--- src/rtl/sha256_padder.sv ---
// SHA-256 message padder: packs big-endian 32-bit words into 512-bit blocks with FIPS 180-4 padding.
// blockOut layout: [513]=firstBlock, [512]=lastBlock, [511-32*i -: 32]=word i (word 0 in the top bits).
module sha256_padder #(
  parameter int unsigned LEN_BITS = 64
) (
  input  logic         clk,
  input  logic         rst,
  input  logic         validIn,
  output logic         readyOut,
  input  logic [31:0]  wordIn,
  input  logic         lastIn,
  input  logic [2:0]   bytesIn,
  output logic         validOut,
  input  logic         readyIn,
  output logic [513:0] blockOut
);

  typedef enum logic [1:0] {Collect, Send, Extra} stateT;

  stateT               state;
  logic [31:0]         buffer [16];
  logic [3:0]          w;
  logic [LEN_BITS-1:0] bitCnt;
  logic                firstPending;
  logic                needExtra;
  logic                padAt64;
  logic                firstFlag;
  logic                lastFlag;

  logic [2:0]          bytesEff;
  logic [2:0]          effBytes;
  logic [31:0]         maskedWord;
  logic [LEN_BITS-1:0] cntNext;
  logic [6:0]          padPos;
  logic [31:0]         lastBuf [16];
  logic [63:0]         lenNext;
  logic [63:0]         lenNow;

  assign readyOut = rst && (state == Collect);

  always_comb begin
    bytesEff = (bytesIn > 3'd4) ? 3'd4 : bytesIn;
    effBytes = lastIn ? bytesEff : 3'd4;
    for (int unsigned b = 0; b < 4; b++)
      maskedWord[31-8*b -: 8] = (3'(b) < effBytes) ? wordIn[31-8*b -: 8] : 8'h00;
    cntNext = bitCnt + LEN_BITS'({effBytes, 3'b000});
    padPos  = 7'({w, 2'b00}) + 7'(bytesEff);
    lenNext = 64'(cntNext);
    lenNow  = 64'(bitCnt);
    // Final-word image of the whole block: stale words past w are cleared, pad byte inserted at p.
    for (int unsigned i = 0; i < 16; i++) begin
      lastBuf[i] = (4'(i) < w) ? buffer[i] : '0;
      if (4'(i) == w) lastBuf[i] = maskedWord;
      for (int unsigned b = 0; b < 4; b++)
        if (padPos < 7'd64 && padPos[5:2] == 4'(i) && padPos[1:0] == 2'(b))
          lastBuf[i][31-8*b -: 8] = 8'h80;
    end
    if (padPos <= 7'd55) begin
      lastBuf[14] = lenNext[63:32];
      lastBuf[15] = lenNext[31:0];
    end
  end

  always_comb begin
    blockOut      = '0;
    blockOut[513] = firstFlag;
    blockOut[512] = lastFlag;
    for (int unsigned i = 0; i < 16; i++)
      blockOut[511-32*i -: 32] = buffer[i];
  end

  always_ff @(posedge clk or negedge rst) begin
    if (!rst) begin
      state        <= Collect;
      w            <= '0;
      bitCnt       <= '0;
      firstPending <= 1'b1;
      needExtra    <= 1'b0;
      padAt64      <= 1'b0;
      validOut     <= 1'b0;
      firstFlag    <= 1'b0;
      lastFlag     <= 1'b0;
      for (int unsigned i = 0; i < 16; i++) buffer[i] <= '0;
    end else begin
      case (state)
        Collect: begin
          if (validIn) begin
            bitCnt <= cntNext;
            if (lastIn) begin
              for (int unsigned i = 0; i < 16; i++) buffer[i] <= lastBuf[i];
              w         <= '0;
              state     <= Send;
              validOut  <= 1'b1;
              firstFlag <= firstPending;
              lastFlag  <= (padPos <= 7'd55);
              needExtra <= (padPos >= 7'd56);
              padAt64   <= (padPos == 7'd64);
            end else begin
              buffer[w] <= maskedWord;
              if (w == 4'd15) begin
                w         <= '0;
                state     <= Send;
                validOut  <= 1'b1;
                firstFlag <= firstPending;
                lastFlag  <= 1'b0;
                needExtra <= 1'b0;
              end else begin
                w <= w + 4'd1;
              end
            end
          end
        end
        Send: begin
          if (readyIn) begin
            validOut     <= 1'b0;
            firstPending <= 1'b0;
            if (needExtra) begin
              state <= Extra;
            end else begin
              state <= Collect;
              if (lastFlag) begin
                bitCnt       <= '0;
                firstPending <= 1'b1;
              end
            end
          end
        end
        Extra: begin
          for (int unsigned i = 0; i < 16; i++) buffer[i] <= '0;
          buffer[0]  <= padAt64 ? 32'h8000_0000 : 32'h0;
          buffer[14] <= lenNow[63:32];
          buffer[15] <= lenNow[31:0];
          firstFlag  <= 1'b0;
          lastFlag   <= 1'b1;
          needExtra  <= 1'b0;
          validOut   <= 1'b1;
          state      <= Send;
        end
        default: state <= Collect;
      endcase
    end
  end

endmodule

--- config.mk ---
export PLATFORM = sky130hd
export DESIGN_NAME = sha256_padder
export DESIGN_NICKNAME = d
export VERILOG_FILES = /design/src/rtl/sha256_padder.sv
export SDC_FILE = /design/constraint.sdc
export NUM_CORES = 1
export LEC_CHECK = 0
export BUFFER_PORTS_ARGS = -buffer_cell sky130_fd_sc_hd__buf_4
export CAP_MARGIN = 40
export CORE_MARGIN = 1
export CORE_UTILIZATION = 40
export DETAILED_ROUTE_END_ITERATION = 12
export GPL_TIMING_DRIVEN = 0
export PLACE_DENSITY = 0.63
export SLEW_MARGIN = 20
export SYNTH_ARGS = -nofsm -noshare
export SYNTH_HDL_FRONTEND = slang
export SYNTH_SLANG_ARGS = --single-unit
--- constraint.sdc ---
create_clock -name clk -period 3.4 [get_ports clk]
set_clock_uncertainty 0.1 [all_clocks]
set_input_delay 0.68 -clock clk [delete_from_list [all_inputs] [get_ports clk]]
set_output_delay 0.68 -clock clk [all_outputs]
set_load 0.02 [all_outputs]
# Word-level counts from Yosys, hierarchy flattened
# Cells that the tools add are included.
# Widths: inputs -> output; s select.
[word_totals]
ff_bits = 588
out_inout_bits = 516
wordCells = 510
[classes]
n_eq_ne = 106
bitwise = 1
muxes = 141
n_addsub = 3
n_reduce_logical = 160
magnitude_cmp = 26
[op_table]
columns = ["cell", "count"]
rows = [
  ["$mux 32", 34],
  ["$mux 512", 2],
  ["$pmux 512 s2", 1],
  ["$mux 8", 68],
  ["$bwmux 512", 1],
  ["$mux 64", 5],
  ["$ne 5x3->1 const B", 56],
  ["$reduce_and 3->1", 67],
  ["$demux 32 s4", 1],
  ["$pmux 64 s2", 1],
  ["$logic_and 1x1->1", 82],
  ["$add 64x6->64", 1],
  ["$ne 6x3->1 const B", 8],
  ["$eq 4x4->1 const B", 9],
  ["$eq 4x4->1 const A", 8],
  ["$lt 4x4->1 const A", 8],
  ["$eq 3x4->1 const A", 4],
  ["$eq 4x3->1 const B", 4],
  ["$lt 3x4->1 const A", 4],
  ["$mux 1", 14],
  ["$mux 2", 5],
  ["$eq 2x4->1 const A", 2],
  ["$eq 4x2->1 const B", 2],
  ["$logic_not 4->1", 2],
  ["other kinds (31)", 48],
]

# Longest topological paths before layout
[depth]
ltp_word = 11
mapped_depth = 14

# Worst setup path before layout
# OpenSTA, ideal clock, no wires.
[synth_timing]
path_type = "input to register"
start = "input port bytesIn[2]"
end = "register buffer, in the netlist blockOut[51]"
path_slack_ns = -0.364
path_buffers = 3
t_arrival_ns = 3.543
stages = 12
setup_ns = 0.121
path_cell_list = "buf_2 nor2b_1 inv_2 clkbuf_1 clkbuf_1 ha_1 nor2b_1 o2111ai_2 or4_4 xor2_1 o221ai_1 a22o_1"
[synth_between]
elab_chain_len = 11
elab_cells_between_ends = 22
[synth_rtl]
columns = ["element", "line_no", "rtl"]
rows = [
  ["start: declaration", "12", "input logic [2:0] bytesIn,"],
  ["$gt 3x3->1", "42", "bytesEff = (bytesIn > 3'd4) ? 3'd4 : bytesIn;"],
  ["$mux 3 (*)", "42", ""],
  ["$add 6x3->7 / $mux 3 (equally long branches)", "47, 43", ""],
  ["$lt 7x7->1, or another cell as far along", "55", "if (padPos < 7'd64 && padPos[5:2] == 4'(i) && padPos[1:0] == 2'(b))"],
  ["$logic_and 1x1->1 / $mux 8 (equally long branches)", "55, 45", ""],
  ["$logic_and 1x1->1 / $mux 32 (equally long branches)", "55, 53", ""],
  ["$mux 8", "55", ""],
  ["$mux 64", "58", "if (padPos <= 7'd55) begin"],
  ["$mux 512", "89", "if (lastIn) begin"],
  ["$mux 512", "87", "if (validIn) begin"],
  ["$pmux 512 s2", "85", "case (state)"],
  ["end signal: indexed assignment", "99", "buffer[w] <= maskedWord;"],
  ["end: declaration", "21", "logic [31:0] buffer [16];"],
]
# Every way passes the cells marked *; elsewhere a longest branch is shown, timed or not. The select of a mux whose other input is x is not followed.
# A chain may end at the register's enable or synchronous reset.

# Worst setup path after layout
[layout_timing]
start = "register state[0]"
end = "register bitCnt[25]"
[layout_between]
elab_chain_len = 3
elab_cells_between_ends = 9
[layout_rtl]
columns = ["element", "line_no", "rtl"]
rows = [
  ["start: declaration", "20", "stateT state;"],
  ["start signal: assignment", "74", "state <= Collect;"],
  ["start signal: assignment", "92", "state <= Send;"],
  ["start signal: assignment", "102", "state <= Send;"],
  ["$eq 2x1->1 / $logic_not 2->1 (equally long branches)", "85", ""],
  ["$ne 2x2->1 (no source line) / $reduce_bool 2->1 (equally long branches)", "-", ""],
  ["$reduce_and 5->1 (no source line)", "-", ""],
  ["end signal: assignment", "88", "bitCnt <= cntNext;"],
  ["end: declaration", "23", "logic [LEN_BITS-1:0] bitCnt;"],
]
# Several ways; a longest one is shown, not always the timed one.

==> impl_metrics.toml <==
[run_status]
outcome = "finished clean"

[timing]
worst_pin_slew_ns = 0.947
rsz0062_at_grt = "false"
slew_headroom_pct = 36.9
period_needed_ns = 3.38
fmax_mhz = 296
whs_ns = 0.216
finalHoldViolations = 0
setup_violations = 0
setup_tns_ns = 0
post-route-period-util_pct = 99.5
slew_violations = 0

[setup_path]
max_stage_delay_ns = 0.76
cp_num_buf_inv = 3
critPathSlowestCell = "buf_1"
r2r-end = "bitCnt[25]"
rr_startpoint = "state[0]"
worst_ep_required_time_ns = 3.79
critPathKind = "register to register"
endpoint = "bitCnt[25]"
rrSetupSlack_ns = 0.02
crit_start = "state[0]"
crit_path_end_kind = "register"
crit_fanout = 10
r2r.worst_path.cells = 7
path_delay_family = "buffers and inverters"
cp.depth = 7
arrival_ns = 3.77
crit_chain = "clkbuf_1 -> nor2_1 -> nand2_1 -> clkbuf_1 -> buf_1 -> nor2_1 -> a22o_1"
crit_path_start_kind = "register"

[cells_and_area]
area_delta_synth_final_pct = 31.4
multi_input_area_um2 = 13800
drive_above_1_share_pct = 33.0
fillerInstances = 6619
fin_cells = 4527
layout.nets = 3574
register_area_um2 = 14600

[floorplan]
coreArea_um2 = 71500
start_util_pct = 40.4
io_pins = 556
die_area_um2 = 73200
die_x_um = 271
rows = 98
die_h_um = 271

[route]
wl_um = 142000
post_drt_wl_per_cell_um = 31.3
postRouteAntennaNets = 0
dr.pass1.iters = 7
via_per_inst = 6.35
num_vias = 28741
drcViolationCount = 0
drt_iter0_drc = 3308

[synth]
synth_cell_types = 99
netlist_area_um2 = 28900
synth_area_per_cell_um2 = 10.2
ys_warn_count = 0
synth_edf_count = 0
syn_inst = 2839
syn-num-nets = 2889
ys_seq_elements = 585
ys_seq_area_share_pct = 50.7
synth_flop_cell = "dfrtp_1"
ys_async_sr_fraction_pct = 100

[place]
place_congestion = 1.04
port_buffers = 554
placed_cells = 4363
dp_hpwl_um = 104000

[run]
maxCapViolCount = 0

[cts]
ctsLongestPathBuffers = 3
cts_buffers = 67
clock_latency_ns = 0.62
cts_tree = "done"
cts-root-buf = "clkbuf_16"
cts.sinks = 585
cts.htree.levels = 3
path_clk_slew_ns = 0.05

[global_route]
grt_max_degree = 92
grtUsageTotal_pct = 37.5
antenna_found_initial = 6
grt_pass1_vias = 27355
grt_first_pass_wirelength_um = 200000
grt_overflow = 0

[min_path]
holdPathStages = 2
hold_class = "primary input to register"

[pwr]
powerDensity_nw_per_um2 = 549
leakagePower_nw = 17.2
ir_worst_vdd_v = 0.000391
==> where the power goes <==
part           switching, mW  internal, mW  total (mW)
Combinational           3.53          1.86        5.39
Clock                   3.18          4.14        7.32
Sequential             0.467          7.61        8.08
==> registers in the layout, summed over array words and instances, names as in the netlist <==
name and flops:
lastFlag 1, w 4, padAt64 1, firstFlag 1, validOut 1, blockOut 512, bitCnt 61, firstPending 1
state 2, needExtra 1
==> routing by layer <==
layer | GRT usage [%] | routed length (um)
met2 | 58.9 | 64600
met3 | 9.83 | 14000
met5 | 0 | 54
met1 | 47.2 | 54200
met4 | 20.3 | 8800
==> synth_stat cells, types with 14 or more instances <==
master,instances,area share [%]
mux2_2,171,6.7
a32o_1,15,0.52
nand4_1,31,0.67
nor3_1,32,0.56
nor2b_1,16,0.35
o31ai_1,53,1.4
inv_1,24,0.31
dfrtp_1,584,51
nand3_1,90,1.6
o2bb2ai_1,134,4.1
o21ai_1,29,0.50
and4_1,14,0.42
o21ai_0,243,4.2
and3_1,23,0.50
a21oi_1,121,2.1
clkbuf_1,144,1.9
nand2_1,227,3.0
a31oi_1,69,1.5
xor2_1,19,0.58
o41ai_1,93,2.8
buf_2,64,1.1
xnor2_1,18,0.55
nor4_1,15,0.33
nor2_1,244,3.2
o22ai_1,73,1.6
==> cells in the final DEF, fill, tap and decap left out, types with 14 or more instances in the layout <==
cell / synthesis / final
a32o_1: 15 / 15
and4_1: 14 / 14
o2bb2ai_1: 134 / 134
nor2_1: 244 / 239
nor3_1: 32 / 30
buf_4: 13 / 605
inv_1: 24 / 24
clkbuf_1: 144 / 124
a31oi_1: 69 / 57
clkbuf_2: 2 / 29
a21oi_1: 121 / 112
o31ai_1: 53 / 52
and3_1: 23 / 23
nand4_1: 31 / 31
o21ai_2: 2 / 15
buf_2: 64 / 64
xnor2_1: 18 / 18
nand3_1: 90 / 86
dfrtp_1: 584 / 583
o41ai_1: 93 / 93
o22ai_1: 73 / 72
o21ai_0: 243 / 233
clkbuf_16: 0 / 68
o21ai_1: 29 / 23
mux2_2: 171 / 171
nand2_1: 227 / 215
xor2_1: 19 / 19
==> area by class of cell <==
class                      count  share of cell area [%]
clock inverter                24                   0.716
timing repair buffer         620                    13.0
clock buffer                  94                    5.06
sequential                   585                    38.6
multi-input combinational   1996                    36.4
buffer                       229                    2.84
antenna                        4                  0.0264
inverter                      25                   0.248
tap                          950                    3.14
==> timing repair <==
action,in CTS,in global routing
cloned,1,0
endpoints found under the hold margin,42,0
endpoints found under the setup margin,463,368
pin swaps,16,22
resized for setup,71,106
buffers inserted,12,28
hold buffers,1,0
==> how the worst min path moves through the flow <==
stage | from | slack, ns | endpoint
2_1_floorplan | rst | 0.28 | bitCnt[10]
3_3_place_gp | blockOut[264] | 0.36 | blockOut[264]
3_5_place_dp | blockOut[1] | 0.37 | blockOut[1]
4_1_cts | readyIn | 0.19 | state[0]
5_1_grt | readyIn | 0.22 | state[0]
6_report | readyIn | 0.22 | state[0]
==> cells by family after synthesis <==
logic type      Yosys count  share of synthesized area, %
compound gates         1003                          24.1
xor+xnor                 37                          1.12
fa+ha+maj                10                         0.460
buf+inv                 258                          3.84
flops                   585                          50.7
mux                     175                          6.82
simple gates            771                          13.0
==> through the flow <==
step | utilization, % | instance area [um^2] | setup WS, ns | total power, mW
5_1_grt | 53.0 | 37900 | 0.00588 | 21.4
3_5_place_dp | 48.4 | 34600 | -1.17 | 13.2
3_3_place_gp | 47.9 | 34200 | -5.29 | 13.1
2_1_floorplan | - | 28900 | 0.0190 | 10.7
6_report | 53.0 | 37900 | 0.0181 | 20.8
4_1_cts | 52.0 | 37200 | -0.0205 | 20.6
Power figures use the tool's default switching activity.
